===== src/rtl/lane_fill_ctrl.sv =====
// lane_fill_ctrl
//
// Collects LW-bit nibbles from a valid/ready stream into LANES lanes, lane 0
// first (lane 0 at the LSBs of out_data). The packed word is presented once
// every lane is filled or a flush closes a partial word. It is then held
// until the consumer takes it, and the lanes clear for the next word.
//
// Ports:
//   clk        rising-edge clock
//   rst_n      asynchronous active-low reset
//   in_valid   a nibble is offered on in_data
//   in_data    nibble payload (LW bits)
//   in_ready   controller accepts a nibble this cycle (FILL state)
//   flush      close the current partial word (only looked at in FILL)
//   out_valid  out_data/out_count hold a completed word (HOLD state)
//   out_ready  consumer accepts the word
//   out_data   packed lanes, lane k at [k*LW +: LW]
//   out_count  number of valid lanes in out_data
//   word_cnt   delivered-word counter, wraps at 256

module lane_fill_ctrl #(
    parameter int LANES = 8,
    parameter int LW    = 4,
    parameter int CW    = $clog2(LANES + 1)
) (
    input  logic                clk,
    input  logic                rst_n,
    input  logic                in_valid,
    input  logic [LW-1:0]       in_data,
    output logic                in_ready,
    input  logic                flush,
    output logic                out_valid,
    input  logic                out_ready,
    output logic [LANES*LW-1:0] out_data,
    output logic [CW-1:0]       out_count,
    output logic [7:0]          word_cnt
);

    typedef enum logic {
        FILL = 1'b0,
        HOLD = 1'b1
    } state_t;

    localparam logic [CW-1:0] FULL_COUNT = CW'(LANES);

    state_t                state_q, state_d;
    logic [LANES*LW-1:0]   out_data_q, out_data_d;
    logic [CW-1:0]         out_count_q, out_count_d;
    logic [7:0]            word_cnt_q, word_cnt_d;

    // in_ready/out_valid are pure decodes of the state flop, so they are
    // still registered outputs without a redundant pair of flops.
    assign in_ready  = (state_q == FILL);
    assign out_valid = (state_q == HOLD);
    assign out_data  = out_data_q;
    assign out_count = out_count_q;
    assign word_cnt  = word_cnt_q;

    always_comb begin
        state_d     = state_q;
        out_data_d  = out_data_q;
        out_count_d = out_count_q;
        word_cnt_d  = word_cnt_q;

        case (state_q)
            FILL: begin
                if (in_valid) begin
                    // Lane write decoded per lane; in_data is only sampled on
                    // an accept, so an X on an idle bus never reaches a lane.
                    for (int k = 0; k < LANES; k++) begin
                        if (out_count_q == CW'(k)) begin
                            out_data_d[k*LW +: LW] = in_data;
                        end
                    end
                    out_count_d = out_count_q + CW'(1);
                end
                // Flush uses the post-update count so a nibble accepted on
                // the flush cycle is part of the closed word.
                if ((out_count_d == FULL_COUNT) ||
                    (flush && (out_count_d != '0))) begin
                    state_d = HOLD;
                end
            end
            HOLD: begin
                if (out_ready) begin
                    out_data_d  = '0;
                    out_count_d = '0;
                    word_cnt_d  = word_cnt_q + 8'd1;
                    state_d     = FILL;
                end
            end
            default: state_d = FILL;
        endcase
    end

    always_ff @(posedge clk or negedge rst_n) begin
        if (!rst_n) begin
            state_q     <= FILL;
            out_data_q  <= '0;
            out_count_q <= '0;
            word_cnt_q  <= '0;
        end else begin
            state_q     <= state_d;
            out_data_q  <= out_data_d;
            out_count_q <= out_count_d;
            word_cnt_q  <= word_cnt_d;
        end
    end

endmodule


===== config.mk =====
export PLATFORM = sky130hd
export DESIGN_NAME = lane_fill_ctrl
export DESIGN_NICKNAME = d
export VERILOG_FILES = /design/src/rtl/lane_fill_ctrl.sv
export SDC_FILE = /design/constraint.sdc
export NUM_CORES = 1
export LEC_CHECK = 0
export CORE_UTILIZATION = 52
export CTS_BUF_LIST = sky130_fd_sc_hd__clkbuf_16
export CTS_CLUSTER_SIZE = 20
export DETAILED_ROUTE_END_ITERATION = 8
export PLACE_DENSITY = 0.85
export SETUP_SLACK_MARGIN = 0.05
export SYNTH_ARGS = -nofsm -noshare
export SYNTH_HDL_FRONTEND = slang
export SYNTH_SLANG_ARGS = --single-unit

===== constraint.sdc =====
create_clock -name clk -period 3.36 [get_ports clk]
set_clock_uncertainty 0.1 [all_clocks]
set_input_delay 0.504 -clock clk [delete_from_list [all_inputs] [get_ports clk]]
set_output_delay 0.504 -clock clk [all_outputs]
set_load 0.02 [all_outputs]

==> results of run 1 <==
==> sequential cells by signal, summed over array words and instances (netlist names) <==
name	cells
out_data	32
word_cnt	8
out_count	4
out_valid	1
==> area by class of cell <==
type | count | share of cell area [%]
Sequential cell | 45 | 39.8
Multi-Input combinational cell | 103 | 31.3
Timing Repair Buffer | 54 | 18.9
Clock buffer | 5 | 4.42
Clock inverter | 3 | 2.43
Tap cell | 48 | 2.12
Inverter | 7 | 0.929
==> cell families after synthesis <==
logic type | after synthesis | synth area share, %
buffers and inverters | 13 | 3.13
muxes | 33 | 17.6
adders and majority gates | 5 | 3.01
AOI/OAI and AO/OA | 13 | 7.23
and+or+nand+nor | 42 | 10.6
xor gates and xnor gates | 10 | 4.22
DFF | 45 | 54.2
==> layout by cell type (no fill, tap or decap), types with 2 or more instances in the layout <==
cell	n
and3_1	2
bufinv_16	2
clkbuf_16	5
clkdlybuf4s50_1	53
dfrtp_1	45
ha_1	5
inv_1	7
mux2_2	28
mux2i_1	5
nand2_1	19
nand4_1	5
nor2_1	5
nor2b_1	2
o21ai_0	2
o21ai_4	6
xnor2_1	8
xor2_1	2
==> power groups by stage <==
stage                     combinational (mW)  clock, mW  sequential [mW]
after global routing                    1.50      0.659             1.00
after floorplan                        0.604          0             1.18
final                                   1.41      0.629            0.970
after detailed placement                1.41          0            0.967
after CTS                               1.42      0.637            0.968
after global placement                  1.37          0            0.954
==> metrics by stage <==
stage | worst slack [ns] | instances | util (%) | instance area, µm² | power (mW)
global route | 0.994 | 265 | 75.5 | 2830 | 3.17
finish | 1.06 | 265 | 75.5 | 2830 | 3.01
detailed placement | 0.970 | 257 | 70.4 | 2630 | 2.37
CTS | 1.08 | 265 | 75.5 | 2830 | 3.03
floorplan | 1.56 | 161 | - | 2080 | 1.78
global placement | 1.04 | 257 | 70.4 | 2630 | 2.32
==> per-layer routing <==
metal  track usage (%)  wire, µm  vias up
li1                  -         -      660
met1              33.0      1980      730
met2              40.2      2280       66
met3              4.69       279        5
met4              7.34        44        0
met5                 0         0        -
==> final timing paths <==
check	endpoint	startpoint	slack (ns)	depth (start not counted)
max	out_valid	out_valid	1.06	1
min	out_data[2]	rst_n	0.27	1
max reg2reg	out_data[10]	out_valid	1.22	3
min reg2reg	word_cnt[7]	word_cnt[7]	0.37	1
max in group asynchronous	out_data[10]	rst_n	2.28	1
min in group clk	word_cnt[7]	word_cnt[7]	0.37	1
==> flow_summary.json, run 1 <==
{
  "cts-resized-gates": 0,
  "multi_input_area_um2": 886,
  "yosysTopAreaCell": "dfrtp_1",
  "synthTopCellsByArea": "dfrtp_1 54%, mux2_2 15%, o21ai_4 4.7%",
  "hold_violations": 0,
  "core_area_um2": 3740,
  "avgViaCountPerCell": 5.51,
  "dieArea_um2": 4250,
  "numCtsBuffers": 5,
  "async_reset_ff_share_pct": 100,
  "critical_path.top_delay_family": "buffers and inverters",
  "critPathMaxFanout": 19,
  "p_sw_share_pct": 37.1,
  "cts_tree": "done",
  "period_needed_ns": 2.30,
  "antenna_left": 0,
  "p_seq_share_pct": 32.2,
  "maxCapViolCount": 0,
  "ys.flop_type": "dfrtp_1",
  "grt_pass1_wl_um": 7650,
  "nFillCells": 253,
  "synth_common_cells": "45 x dfrtp_1, 28 x mux2_2, 19 x nand2_1",
  "ctsHoldBuffers": 0,
  "fmax_mhz": 436,
  "clock_sinks": 45,
  "crit_type": "register to output pin",
  "num-nets-final": 230,
  "power_frac_clock_pct": 20.9,
  "netlist_area_um2": 2080,
  "wire_per_inst_um": 17.3,
  "seq_area_frac_synth_pct": 54.2,
  "drv_slew": 0,
  "clock_latency_ns": 0.28,
  "grt-ovfl-total": 0,
  "synth_top_area_share_pct": 54.2,
  "die_h_um": 65.2,
  "crit_path_start_kind": "register",
  "grt_pass1_vias": 1495,
  "synth_warnings": 0,
  "synth_edf_count": 0,
  "switching_power_mw": 1.12,
  "syn_avg_cell_area_um2": 12.9,
  "ys_ff_latch": 45,
  "wl_um": 4590,
  "slowest_stage": "clkdlybuf4s50_1",
  "path_cells": "clkdlybuf4s50_1",
  "regArea_um2": 1130,
  "syn_inst": 161,
  "drive_gt1_share_pct": 21.7,
  "p_per_area_nw_per_um2": 1070,
  "num_io_pins": 55,
  "vdd_drop_max_mv": 0.661,
  "grt_use_total_pct": 24.5,
  "antenna_found_initial": 0,
  "status": "completed",
  "rsz0062_at_grt": "no",
  "clk_pin_slew_ns": 0.06,
  "power.leakage_nw": 1.24,
  "dp.final_hpwl_um": 3120,
  "n_antenna_cell": 0,
  "num_vias": 1461,
  "first_pass_iters": 5,
  "area_growth_syn_to_layout_pct": 36.1,
  "cts_htree_levels": 2,
  "drcViolationCount": 0,
  "cp.required_ns": 2.76,
  "setup_viol": 0,
  "finalCritPeriodShare_pct": 68.3,
  "die_w_um": 65.2,
  "p_comb_share_pct": 46.9,
  "power.internal_mw": 1.89,
  "gp_congestion": 0.801,
  "rows": 22,
  "critPathMaxStageDelay_ns": 0.74,
  "crit_arrival_ns": 1.69,
  "worstHoldPathType": "input port to asynchronous set/reset pin",
  "grt_max_degree": 46,
  "worstMarginPinSlew_ns": 0.974,
  "slew_headroom_pct": 35.0,
  "tns_ns": 0,
  "port-buffer-count": 54,
  "whs_ns": 0.274,
  "ys_types": 32,
  "syn_nets": 175,
  "synth_most_common_cell": "dfrtp_1",
  "root_buffer": "clkbuf_16",
  "clk_path_buf_depth": 2,
  "crit_buf_inv": 1,
  "cts_setup_buffers": 0,
  "start_util_pct": 55.5,
  "endpoint_kind": "output pin",
  "drtIter0Drc": 97
}
Power figures use the tool's default switching activity.
==> run 2, diff against run 1 <==
--- a/config.mk
+++ b/config.mk
@@ -5,11 +5,11 @@
 export SDC_FILE = /design/constraint.sdc
 export NUM_CORES = 1
 export LEC_CHECK = 0
-export CORE_UTILIZATION = 52
+export CORE_UTILIZATION = 48
 export CTS_BUF_LIST = sky130_fd_sc_hd__clkbuf_16
 export CTS_CLUSTER_SIZE = 20
 export DETAILED_ROUTE_END_ITERATION = 8
-export PLACE_DENSITY = 0.85
+export PLACE_DENSITY = 0.79
 export SETUP_SLACK_MARGIN = 0.05
 export SYNTH_ARGS = -nofsm -noshare
 export SYNTH_HDL_FRONTEND = slang
==> constraint.sdc (replaced) <==
create_clock -name clk -period 2.36 [get_ports clk]
set_clock_uncertainty 0.1 [all_clocks]
set_input_delay 0.354 -clock clk [delete_from_list [all_inputs] [get_ports clk]]
set_output_delay 0.354 -clock clk [all_outputs]
set_load 0.02 [all_outputs]
==> run 2 against run 1 <==
Compared with the run above:
- total power rose by 34%
- wire length grew 1.1%
- sequential power increased by 42%
- setup slack got worse by 0.82 ns
- critical path type unchanged
- largest cell class unchanged
- highest routed layer unchanged
==> flow_summary.json, run 2 (synthesis results as in run 1) <==
{
  "crit_path_start_kind": "register",
  "grtUsageMet1_pct": 27.7,
  "final_core_util_pct": 68.5,
  "dieArea_um2": 4590,
  "num_io_pins": 55,
  "whs_ns": 0.396,
  "cts_setup_buffers": 0,
  "clock_latency_ns": 0.28,
  "critPathMaxFanout": 19,
  "power.internal_mw": 2.47,
  "antenna_found_initial": 0,
  "dp_cells": 261,
  "numCtsBuffers": 5,
  "drcViolationCount": 0,
  "clk_path_buf_depth": 2,
  "antenna_left": 0,
  "grt_use_total_pct": 22.5,
  "area_growth_syn_to_layout_pct": 34.7,
  "largest_reg_flops": 32,
  "cts_tree": "done",
  "slew_headroom_pct": 61.1,
  "drtIter0Drc": 71,
  "die_h_um": 67.8,
  "min_to": "word_cnt[5]",
  "wl_um": 4640,
  "wire_per_inst_um": 17.2,
  "cp.required_ns": 1.91,
  "drv_slew": 0,
  "ff2ff_setup_slack_ns": 0.35,
  "n_antenna_cell": 0,
  "ff2ff_path_depth": 3,
  "status": "completed",
  "endpoint_kind": "output pin",
  "gr-max-usage-layer": "met2",
  "grt_pass1_wl_um": 7230,
  "maxCapViolCount": 0,
  "grt_pass1_vias": 1466,
  "port-buffer-count": 54,
  "power.leakage_nw": 1.22,
  "crit_type": "register to output pin",
  "gp_congestion": 0.793,
  "period_needed_ns": 2.11,
  "rows": 23,
  "layout.cells.non_filler": 269,
  "p_sw_share_pct": 38.6,
  "rsz0062_at_grt": "no",
  "p_comb_share_pct": 49.9,
  "dp.final_hpwl_um": 3470,
  "finalCritPeriodShare_pct": 89.6,
  "crit_arrival_ns": 1.66,
  "hold_violations": 0,
  "switching_power_mw": 1.56,
  "start_util_pct": 50.8,
  "whs_path_depth": 1,
  "grt_max_degree": 25,
  "p_per_area_nw_per_um2": 1440,
  "layout_commonest_cell": "clkdlybuf4s50_1",
  "worstMarginPinSlew_ns": 0.582,
  "r2r-start": "out_valid",
  "core_area_um2": 4090,
  "first_pass_iters": 4,
  "root_buffer": "clkbuf_16",
  "worst_slack_ns": 0.246,
  "tns_ns": 0,
  "grt-ovfl-total": 0,
  "use_met3_pct": 8.28,
  "clk_pin_slew_ns": 0.06,
  "drive_gt1_share_pct": 21.5,
  "pre_cts_slack_ns": 0.198,
  "power_frac_clock_pct": 16.0,
  "die_w_um": 67.8,
  "setup_viol": 0,
  "worstHoldPathType": "register to register",
  "num-nets-final": 233,
  "clock_sinks": 45,
  "num_vias": 1403,
  "most-common-layout-cells": "53 x clkdlybuf4s50_1, 45 x dfrtp_1, 28 x mux2_2",
  "fmax_mhz": 473,
  "p_seq_share_pct": 34.1,
  "hold_path_startpoint": "word_cnt[5]",
  "vdd_drop_max_mv": 0.716,
  "avgViaCountPerCell": 5.22,
  "grtUsageMet2_pct": 35.1,
  "r2r-end": "out_data[31]",
  "cts_htree_levels": 2
}
-- run 2: per-layer routing --
| metal | routed length (µm) | vias to the layer above |
|---|---|---|
| met3 | 301 | 9 |
| met2 | 2200 | 57 |
| met1 | 2050 | 673 |
| li1 | - | 664 |
| met5 | 0 | - |
| met4 | 95 | 0 |
-- run 2: timing repair --
| action | in CTS | in global routing |
|---|---|---|
| gates resized for setup | 0 | 0 |
| endpoints found under the setup margin | 0 | 0 |
| hold buffers | 1 | 0 |
| endpoints found under the hold margin | 21 | 0 |
-- run 2: worst max-delay path by stage --
stage          startpoint            to  depth (start not counted)
2_1_floorplan   out_valid  out_data[28]                          4
3_3_place_gp     in_valid  out_data[29]                          4
3_5_place_dp     in_valid  out_data[30]                          4
4_1_cts         out_valid      in_ready                          2
5_1_grt         out_valid      in_ready                          2
6_report        out_valid      in_ready                          2
-- run 2: area by class of cell --
type | instances | area (µm²)
inverters | 7 | 26.3
multi-input cells | 103 | 886
fillers | 296 | 1290
repair buffers | 57 | 561
well taps | 50 | 62.6
clock inverters | 2 | 11.3
flip-flops and latches | 45 | 1130
clock buffers | 5 | 125
-- run 2: power by group through the flow --
stage	clock (mW)	combinational, mW	sequential, mW
detailed placement	0	2.01	1.38
finish	0.645	2.01	1.38
global placement	0	1.96	1.36
floorplan	0	0.860	1.68
CTS	0.660	2.03	1.38
global route	0.690	2.14	1.43
-- run 2: through the flow --
step	power, mW	cell area (µm²)
after floorplan	2.54	2080
after detailed placement	3.39	2650
final	4.03	2800
after global placement	3.32	2650
after CTS	4.07	2800
after global routing	4.26	2800
-- run 2: critical path, stage by stage, from the launching register on --
cell             delay (ns)
dfrtp_1                0.66
inv_1                  0.15
clkdlybuf4s50_1        0.57
==> run 3, diff against run 2 <==
--- a/config.mk
+++ b/config.mk
@@ -10,7 +10,6 @@
 export CTS_CLUSTER_SIZE = 20
 export DETAILED_ROUTE_END_ITERATION = 8
 export PLACE_DENSITY = 0.79
-export SETUP_SLACK_MARGIN = 0.05
 export SYNTH_ARGS = -nofsm -noshare
 export SYNTH_HDL_FRONTEND = slang
 export SYNTH_SLANG_ARGS = --single-unit
==> results of run 3 <==
Final layout, timing and power as in run 2 (identical DEF).
==> edit (config.mk and constraints of run 3) <==
`out_data_q` no longer has a reset.
--- a/src/rtl/lane_fill_ctrl.sv
+++ b/src/rtl/lane_fill_ctrl.sv
@@ -96,16 +96,18 @@
     always_ff @(posedge clk or negedge rst_n) begin
         if (!rst_n) begin
             state_q     <= FILL;
-            out_data_q  <= '0;
             out_count_q <= '0;
             word_cnt_q  <= '0;
         end else begin
             state_q     <= state_d;
-            out_data_q  <= out_data_d;
             out_count_q <= out_count_d;
             word_cnt_q  <= word_cnt_d;
         end
     end
 
+    always_ff @(posedge clk) begin
+        out_data_q <= out_data_d;
+    end
+
 endmodule
 
Function: changed (a bounded check fails within 4 cycles, from zero or initial values and one cycle with rst_n low).
==> edit against run 3 <==
Die area is 13% lower; synthesized area is 14% lower; routed wire length is 30% lower; largest power group is now sequential cells; sequential share of layout area is 11 points higher; sequential cell count stayed put; clock power is 2% lower; design area is 11% lower; fmax is 6.4% lower; worst setup slack worse by 0.14 ns; hold slack worse by 0.059 ns; final cell count is 16% lower; total power is 22% lower; largest cell class unchanged.
==> edit: results (changes against run 3) <==
Status
- result of the run: finished, final reports clean

GRT
- largest net degree at the start of global routing: 20, -20%
- total track usage: 0.1790, -0.04647
- wire length of the first global-routing pass: 5181 µm, -28%
- initial antenna violation count: 0, unchanged
- met1 Resource Use GR: 0.2206, -0.05650
- met2 GRT Util: 0.2849, -0.06654
- number of global-route vias before repair: 1043, -29%
- global routing usage on met3: 0.05978, -0.02299

Placement
- half-perimeter wire length of the detailed placement result: 2358 µm, -32%
- final weighted congestion in routability-driven placement: 0.8946, +13%
- instance area at placement: 2366 µm², -11%

Logic synthesis
- syn_nets: 135, -23%
- most frequent cells after synthesis: 32 x edfxtp_1, 13 x dfrtp_1, 9 x nand2_1
- number of synthesized flops with an enable pin: 32, +32
- number of warning messages in the yosys log: 0, unchanged
- Synth async-reset ratio: 0.2889, -0.7111
- dominant cells by area after synthesis: edfxtp_1 54%, dfrtp_1 18%, ha_1 3.5%
- part of the Yosys area used for sequential elements: 0.7169, +0.1747
- most frequently used flop master after synthesis: edfxtp_1
- Cell variety after synth: 28, -13%

Worst hold path
- classification of the worst-slack hold path: primary input to async pin

Clock network
- number of buffers added for setup after CTS: 0, unchanged
- post-cts repair resize count: 0, unchanged
- Bufs on Longest Clock Path: 2, unchanged
- H-tree levels: 2, unchanged
- number of clock buffers inserted by TritonCTS: 5, unchanged

Route
- Iter 0 DRT Violations: 15, -79%
- final WL: 3234 µm, -30%
- met3 routed WL: 172 µm, -43%
- total met2 wirelength after detailed routing: 1506 µm, -31%
- wire length the detailed router placed on met1: 1493 µm, -27%
- routed vias: 1116, -20%

Layout
- ratio of cells with drive above 1 in the final layout: 0.06704, -0.1476
- max FFs per register: 32, unchanged
- count of filler cells inserted in the layout: 247, -17%
- number of nets in the layout: 192, -18%

Timing
- remaining max-slew budget at the tightest pin: 0.5863, -0.02478

Critical path
- CP arrival: 1.80 ns, +0.14 ns
- CP Max Fanout: 19, unchanged
- maximum single-stage delay on the critical path: 0.72 ns, +0.06 ns
- cell type group with the largest total delay on the critical path: buffers and inverters

Power and ir drop
- Pleak: 0.9542 nW, -22%
- peak ir drop on the vdd network: 0.8621 mV, +20%

edit: cell families after synthesis:
group,count (synthesis),share of synthesized area
DFF,45,0.7169
and+or+nand+nor,34,0.1060
AOI/OAI and AO/OA,16,0.05439
xor gates and xnor gates,10,0.04881
buffers and inverters,9,0.02719
adders and majority gates,5,0.03487
muxes,2,0.01185
edit: final timing paths:
kind                             startpoint      endpoint  slack, ns  cells past startpoint
min in group clk                word_cnt[7]   word_cnt[7]       0.39                      1
worst max register to register    out_valid  out_data[16]       0.40                      3
worst min-delay path                  rst_n  out_count[3]       0.34                      1
worst min register to register  word_cnt[7]   word_cnt[7]       0.39                      1
max in group asynchronous             rst_n  out_count[0]       1.46                      1
worst max-delay path              out_valid      in_ready       0.10                      2
edit: report_power, final:
group	switching (mW)	internal [mW]	total, mW
clock network	0.249	0.381	0.631
registers	0.199	1.15	1.35
logic	0.642	0.529	1.17
edit: worst reg2reg max path, stage by stage, from the launching register on:
cell and delay [ns]:
dfrtp_1 0.59, inv_1 0.25, nand3_1 0.13, o21ai_0 0.52
edit: cell type report:
cell class,instances,share of cell area
tap,46,0.02299
sequential,45,0.5137
clock buffer,5,0.04998
clock inverter,3,0.004998
timing repair buffer,55,0.2189
multi-input combinational,67,0.1834
inverter,4,0.005997
edit: through the flow:
stage / utilization / power (mW) / std cells / setup slack (ns) / hold WS [ns]
after global routing: 0.7219 / 3.308 / 225 / 0.004871 / 0.3933
after CTS: 0.7219 / 3.171 / 225 / 0.1261 / 0.3539
after detailed placement: 0.6822 / 2.539 / 217 / 0.2443 / 0.3827
after global placement: 0.6822 / 2.510 / 217 / 0.3196 / 0.3624
after floorplan: - / 1.989 / 121 / 0.4927 / -0.04159
final: 0.7219 / 3.154 / 225 / 0.1019 / 0.3368
